===== src/rtl/alu_seq_pkg.sv =====
// alu_seq_pkg: op codes, FSM state encoding and flag bit positions for alu_seq_hs.
`default_nettype none

package alu_seq_pkg;

  localparam logic [3:0] OP_XFER_INC  = 4'd0;
  localparam logic [3:0] OP_ADD       = 4'd1;
  localparam logic [3:0] OP_SUB       = 4'd2;
  localparam logic [3:0] OP_DEC_XFERB = 4'd3;
  localparam logic [3:0] OP_AND       = 4'd4;
  localparam logic [3:0] OP_OR_XOR    = 4'd5;
  localparam logic [3:0] OP_NOT       = 4'd6;
  localparam logic [3:0] OP_SHIFT1    = 4'd7;
  localparam logic [3:0] OP_ZERO      = 4'd8;
  localparam logic [3:0] OP_SHL_N     = 4'd9;
  localparam logic [3:0] OP_SHR_N     = 4'd10;

  localparam int FLAG_CARRY = 0;
  localparam int FLAG_ZERO  = 1;
  localparam int FLAG_NEG   = 2;
  localparam int FLAG_OVF   = 3;

  typedef enum logic [1:0] {
    IDLE  = 2'd0,
    SHIFT = 2'd1,
    HOLD  = 2'd2
  } state_t;

endpackage

`default_nettype wire


===== src/rtl/alu_comb_core.sv =====
// alu_comb_core: combinational ALU for op codes 0-8; codes 0-3 share one WIDTH+1 bit adder.
`default_nettype none

module alu_comb_core
  import alu_seq_pkg::*;
#(
  parameter int WIDTH = 8
) (
  input  logic [WIDTH-1:0] op_a,
  input  logic [WIDTH-1:0] op_b,
  input  logic             c_in,
  input  logic [3:0]       select,
  output logic [WIDTH-1:0] result,
  output logic             carry,
  output logic             ovf
);

  logic [WIDTH-1:0] add_x;
  logic [WIDTH-1:0] add_y;
  logic             add_cin;
  logic [WIDTH:0]   sum;
  logic             add_ovf;

  // Each arithmetic op is expressed as x + y + cin so carry and overflow come from one place.
  always_comb begin
    add_x   = op_a;
    add_y   = '0;
    add_cin = 1'b0;
    case (select)
      OP_XFER_INC: add_cin = c_in;
      OP_ADD: begin
        add_y   = op_b;
        add_cin = c_in;
      end
      OP_SUB: begin
        add_y   = ~op_b;
        add_cin = c_in;
      end
      OP_DEC_XFERB: begin
        if (c_in) begin
          add_x = '0;
          add_y = op_b;
        end else begin
          add_y = '1;
        end
      end
      default: ;
    endcase
  end

  assign sum     = {1'b0, add_x} + {1'b0, add_y} + {{WIDTH{1'b0}}, add_cin};
  assign add_ovf = (add_x[WIDTH-1] == add_y[WIDTH-1]) && (sum[WIDTH-1] != add_x[WIDTH-1]);

  always_comb begin
    result = '0;
    carry  = 1'b0;
    ovf    = 1'b0;
    case (select)
      OP_XFER_INC, OP_ADD, OP_SUB, OP_DEC_XFERB: begin
        result = sum[WIDTH-1:0];
        carry  = sum[WIDTH];
        ovf    = add_ovf;
      end
      OP_AND:    result = op_a & op_b;
      OP_OR_XOR: result = c_in ? (op_a ^ op_b) : (op_a | op_b);
      OP_NOT:    result = ~op_a;
      OP_SHIFT1: begin
        if (c_in) begin
          result = {1'b0, op_a[WIDTH-1:1]};
          carry  = op_a[0];
        end else begin
          result = {op_a[WIDTH-2:0], 1'b0};
          carry  = op_a[WIDTH-1];
        end
      end
      default: ;
    endcase
  end

endmodule

`default_nettype wire


===== src/rtl/alu_seq_hs.sv =====
// alu_seq_hs: registered ALU with valid/ready handshake, flags, accumulator operand
// and a one-bit-per-cycle multi-cycle shift; one op in flight at a time.
`default_nettype none

module alu_seq_hs
  import alu_seq_pkg::*;
#(
  parameter int WIDTH = 8,
  parameter int SHW   = $clog2(WIDTH)
) (
  input  logic             clk,
  input  logic             rst,
  input  logic             in_valid,
  output logic             in_ready,
  input  logic [WIDTH-1:0] a,
  input  logic [WIDTH-1:0] b,
  input  logic             c_in,
  input  logic [3:0]       select,
  input  logic             acc_sel,
  output logic             out_valid,
  input  logic             out_ready,
  output logic [WIDTH-1:0] y,
  output logic [3:0]       flags,
  output logic             illegal
);

  state_t           state_q, state_d;
  logic [WIDTH-1:0] y_q, y_d;
  logic [3:0]       flags_q, flags_d;
  logic             illegal_q, illegal_d;
  logic [WIDTH-1:0] acc_q, acc_d;
  logic [WIDTH-1:0] work_q, work_d;
  logic [SHW-1:0]   cnt_q, cnt_d;
  logic             dir_q, dir_d;

  logic [WIDTH-1:0] op_a;
  logic [SHW-1:0]   shamt;
  logic [WIDTH-1:0] core_res;
  logic             core_carry;
  logic             core_ovf;
  logic [WIDTH-1:0] shifted;
  logic             shift_out;
  logic             is_shift_n;
  logic             is_illegal;

  function automatic logic [3:0] pack_flags(input logic ovf, input logic [WIDTH-1:0] r,
                                            input logic carry);
    logic [3:0] f;
    f             = '0;
    f[FLAG_OVF]   = ovf;
    f[FLAG_NEG]   = r[WIDTH-1];
    f[FLAG_ZERO]  = (r == '0);
    f[FLAG_CARRY] = carry;
    return f;
  endfunction

  assign op_a       = acc_sel ? acc_q : a;
  assign shamt      = b[SHW-1:0];
  assign is_shift_n = (select == OP_SHL_N) || (select == OP_SHR_N);
  assign is_illegal = (select > OP_SHR_N);

  alu_comb_core #(
    .WIDTH (WIDTH)
  ) u_core (
    .op_a   (op_a),
    .op_b   (b),
    .c_in   (c_in),
    .select (select),
    .result (core_res),
    .carry  (core_carry),
    .ovf    (core_ovf)
  );

  // dir_q=1 is a logical right shift; the bit leaving the register becomes carry.
  assign shifted   = dir_q ? {1'b0, work_q[WIDTH-1:1]} : {work_q[WIDTH-2:0], 1'b0};
  assign shift_out = dir_q ? work_q[0] : work_q[WIDTH-1];

  assign in_ready  = (state_q == IDLE);
  assign out_valid = (state_q == HOLD);
  assign y         = y_q;
  assign flags     = flags_q;
  assign illegal   = illegal_q;

  always_comb begin
    state_d   = state_q;
    y_d       = y_q;
    flags_d   = flags_q;
    illegal_d = illegal_q;
    acc_d     = acc_q;
    work_d    = work_q;
    cnt_d     = cnt_q;
    dir_d     = dir_q;
    case (state_q)
      IDLE: begin
        if (in_valid) begin
          if (is_illegal) begin
            state_d   = HOLD;
            y_d       = '0;
            flags_d   = '0;
            illegal_d = 1'b1;
          end else if (is_shift_n && (shamt == '0)) begin
            state_d   = HOLD;
            y_d       = op_a;
            flags_d   = pack_flags(1'b0, op_a, 1'b0);
            illegal_d = 1'b0;
            acc_d     = op_a;
          end else if (is_shift_n) begin
            state_d = SHIFT;
            work_d  = op_a;
            cnt_d   = shamt;
            dir_d   = (select == OP_SHR_N);
          end else begin
            state_d   = HOLD;
            y_d       = core_res;
            flags_d   = pack_flags(core_ovf, core_res, core_carry);
            illegal_d = 1'b0;
            acc_d     = core_res;
          end
        end
      end
      SHIFT: begin
        work_d = shifted;
        cnt_d  = cnt_q - 1'b1;
        if (cnt_q == SHW'(1)) begin
          state_d   = HOLD;
          y_d       = shifted;
          flags_d   = pack_flags(1'b0, shifted, shift_out);
          illegal_d = 1'b0;
          acc_d     = shifted;
        end
      end
      HOLD: begin
        if (out_ready) state_d = IDLE;
      end
      default: state_d = IDLE;
    endcase
  end

  always_ff @(posedge clk or posedge rst) begin
    if (rst) begin
      state_q   <= IDLE;
      y_q       <= '0;
      flags_q   <= '0;
      illegal_q <= 1'b0;
      acc_q     <= '0;
      work_q    <= '0;
      cnt_q     <= '0;
      dir_q     <= 1'b0;
    end else begin
      state_q   <= state_d;
      y_q       <= y_d;
      flags_q   <= flags_d;
      illegal_q <= illegal_d;
      acc_q     <= acc_d;
      work_q    <= work_d;
      cnt_q     <= cnt_d;
      dir_q     <= dir_d;
    end
  end

endmodule

`default_nettype wire


===== config.mk =====
export PLATFORM = sky130hd
export DESIGN_NAME = alu_seq_hs
export DESIGN_NICKNAME = d
export VERILOG_FILES = /design/src/rtl/alu_seq_pkg.sv /design/src/rtl/alu_comb_core.sv /design/src/rtl/alu_seq_hs.sv
export SDC_FILE = /design/constraint.sdc
export NUM_CORES = 1
export LEC_CHECK = 0
export ABC_AREA = 1
export CORE_MARGIN = 3
export CORE_UTILIZATION = 61
export CTS_CLUSTER_DIAMETER = 30
export CTS_CLUSTER_SIZE = 25
export DETAILED_ROUTE_END_ITERATION = 10
export GPL_ROUTABILITY_DRIVEN = 1
export PLACE_DENSITY = 0.95
export SKIP_CTS_REPAIR_TIMING = 1
export SLEW_MARGIN = 20
export SYNTH_ARGS = -nofsm -noshare
export SYNTH_HDL_FRONTEND = slang
export SYNTH_SLANG_ARGS = --single-unit

===== constraint.sdc =====
create_clock -name clk -period 3.5 [get_ports clk]
set_input_delay 0.35 -clock clk [delete_from_list [all_inputs] [get_ports clk]]
set_output_delay 0.35 -clock clk [all_outputs]
set_load 0.02 [all_outputs]

==> key figures <==
Synthesis
  • Number of synthesized register bits: 34
  • Yosys warnings: 0
  • Main synth FF type: dfrtp_1
  • Mapped Area: 3260 µm²
  • Syn_area_per_cell: slightly above 6 µm²
  • Ys async rst share: 1.00
  • Seq/Total Area, Yosys: 0.261
  • Number of synthesized flops with an enable pin: 0
  • Cells after Synth: 527
  • Net Count, Synth: 580
  • Post-synth cell types: 37

Worst setup path
  • Critical Path RT: 3660 ps
  • CP Capture Type: flip-flop
  • Most used cell, CP: nand2_1
  • CP max stage delay: 460 ps
  • Crit-path max FO: 6
  • CP cell instances: clkdlybuf4s50_1 -> nor2_1 -> inv_1 -> nor2_1 -> inv_1 -> o211ai_1 -> fa_1 -> inv_1 -> fa_1 -> inv_1 -> nand2_1 -> nand2_1 -> nand3_1 -> nand2_1 -> nand2_1 -> nand3_1 -> nand2_1 -> o21ai_0 -> nand2_1 -> nand2_1 -> o21ai_0
  • WS Path Type: in2reg
  • Critical Path Start Type: input port
  • Critical Path AT: about 3200 ps
  • Critical-path top delay cell: clkdlybuf4s50_1

Die
  • Die Wd: roughly 79 µm
  • Die height: 79.1 µm
  • Starting Density: 0.659
  • Die area: 6250 µm²
  • I/O pin cnt: 41
  • Core footprint: 4940 µm²
  • Cell row count: 25

Finish
  • Most common library cell in the layout ignoring fill and taps: nand2_1
  • Nets: roughly 630
  • Footprint of the multi-input gates: 2050 µm²
  • Ant. Diodes: 0
  • Utilization after layout: 0.780
  • Reg area: between 800 and 900 µm²
  • Share of layout cells above drive strength 1: 0.0574
  • Filler instances: approximately 400
  • Commonest cells after routing, fill and taps aside: nand2_1 (185), inv_1 (72), nor2_1 (54), o21ai_0 (46), clkdlybuf4s50_1 (40)
  • Syn-to-layout area delta: 18.4%

Clock tree
  • CTS tree: built
  • CTS max path bufs: 2
  • Root Buffer: clkbuf_8
  • Clk_lat worst skew: around 280 ps
  • H-tree Lvls: 2
  • Reg clk slew, reported paths: 70 ps
  • CTS Buf Count: 5
  • Clk sinks: 34

Pwr
  • Max rail drop VDD: 0.561 mV
  • Leakage: approximately 2.1 nW
  • Power Dens Cells: about 540 nW/µm²

Status
  • Run status: complete, no violations

Timing
  • Final hold vios: 0
  • Setup tns final: 0 ps
  • Max Fclk: between 0.3 and 0.4 GHz
  • RSZ-0062 raised after global routing: no
  • Final Skew: ~5.8 ps
  • Crit path time final: just over 3000 ps
  • Final setup viols: 0
  • Hold Slack: 456 ps
  • Period utilization: 0.879
  • Worst Max-Slew Pin Slew: ~660 ps
  • Slew Limit Headroom: 0.562
  • Fin. max-slew vios: 0

Flow run
  • Max Cap Violations: 0

GRT
  • Total track usage: 0.313
  • Vias in the first global route: 3,437
  • Congestion Overflow GR: 0
  • Largest net degree at the start of global routing: 35
  • Initial antenna violation count: 0
  • First-pass GRT wire length: 15,500 µm

Route
  • DRC errors left: 0
  • Detail Route Antenna Nets: 0
  • DR iter-0 viols: 403
  • Drt wl/cell: 14.7 µm
  • Detailed Route WL: 9450 µm
  • DR vias/cell: between 5 and 6
  • DR vias: 3,623
  • TritonRoute pass-1 iters: 5

Min path
  • HP Class: in2async

Placed design
  • HPWL Detailed: 7360 µm
  • Port Buf Inserts: 40
  • Routability cong.: 1.01
-- layer usage --
layer | track usage | vias up | part of all wire
met4 | 0.0979 | 0 | 0.018
met5 | 0 | - | 0
li1 | - | 1771 | -
met1 | 0.419 | 1655 | 0.43
met2 | 0.512 | 174 | 0.46
met3 | 0.0601 | 23 | 0.089
-- cells by family after synthesis --
| family | count (synthesis) | share of synthesized area |
|---|---|---|
| AOI/OAI and AO/OA | 85 | 0.149 |
| adders and majority gates | 27 | 0.108 |
| and+or+nand+nor | 292 | 0.367 |
| DFF | 34 | 0.261 |
| xor gates and xnor gates | 1 | 0.00269 |
| buffers and inverters | 88 | 0.112 |
-- report_power, final --
part / switching (mW) / total, mW / internal (mW) / leakage, nW
Sequential: 0.110 / 0.672 / 0.562 / 0.434
Clock: 0.143 / 0.302 / 0.159 / 0.0482
Combinational: 0.692 / 1.12 / 0.427 / 1.61
Total: 0.946 / 2.09 / 1.15 / 2.10
-- worst max-delay path: cells and delay by family --
kind / cells / cell delay, ps
fa+ha+maj: 2 / 590
buf+inv: 5 / 810
simple gates: 11 / 980
compound gates: 3 / 500
-- path summary, 6_finish.rpt --
path | slack, ps | cells past startpoint | to | from
worst max-delay path | 420 | 21 | acc_q[6] | select[3]
worst min-delay path | 460 | 3 | state_q[0] | rst
worst max register to register | 1120 | 16 | acc_q[1] | acc_q[0]
worst min register to register | 490 | 2 | y[5] | y[5]
max in group asynchronous | 2740 | 3 | work_q[6] | rst
min in group clk | 490 | 2 | y[5] | y[5]
-- Yosys cell counts, types with 4 or more instances --
cell,count,share of area
nor2_1,54,0.062
nand2_1,185,0.21
dfrtp_1,34,0.26
o21ai_0,46,0.071
clkbuf_1,5,0.0058
o211ai_1,9,0.021
inv_1,72,0.083
nand3_1,37,0.057
buf_2,4,0.0061
o21ai_1,4,0.0061
ha_1,25,0.096
a21oi_1,15,0.023
-- stage by stage --
stage	setup slack, ps	power (mW)	std cells	area [µm²]
after floorplan	877	1.36	527	3260
after global placement	194	1.73	634	3760
after detailed placement	160	1.77	634	3760
after CTS	451	2.08	642	3850
after global routing	32.5	2.24	642	3860
final	424	2.09	642	3860
-- registers in the layout, indices dropped and copies added, names as in the netlist --
signal	cells
state_q	2
dir_q	1
flags	4
cnt_q	3
y	7
acc_q	8
illegal	1
work_q	8
-- layout make-up --
class                           count  area share
Multi-Input combinational cell    405       0.531
Clock buffer                        7      0.0224
Inverter                           75      0.0740
Tap cell                           67      0.0217
Sequential cell                    34       0.221
Timing Repair Buffer               53       0.129
Clock inverter                      1     0.00130
No activity file was read; power rests on OpenSTA's default activity.
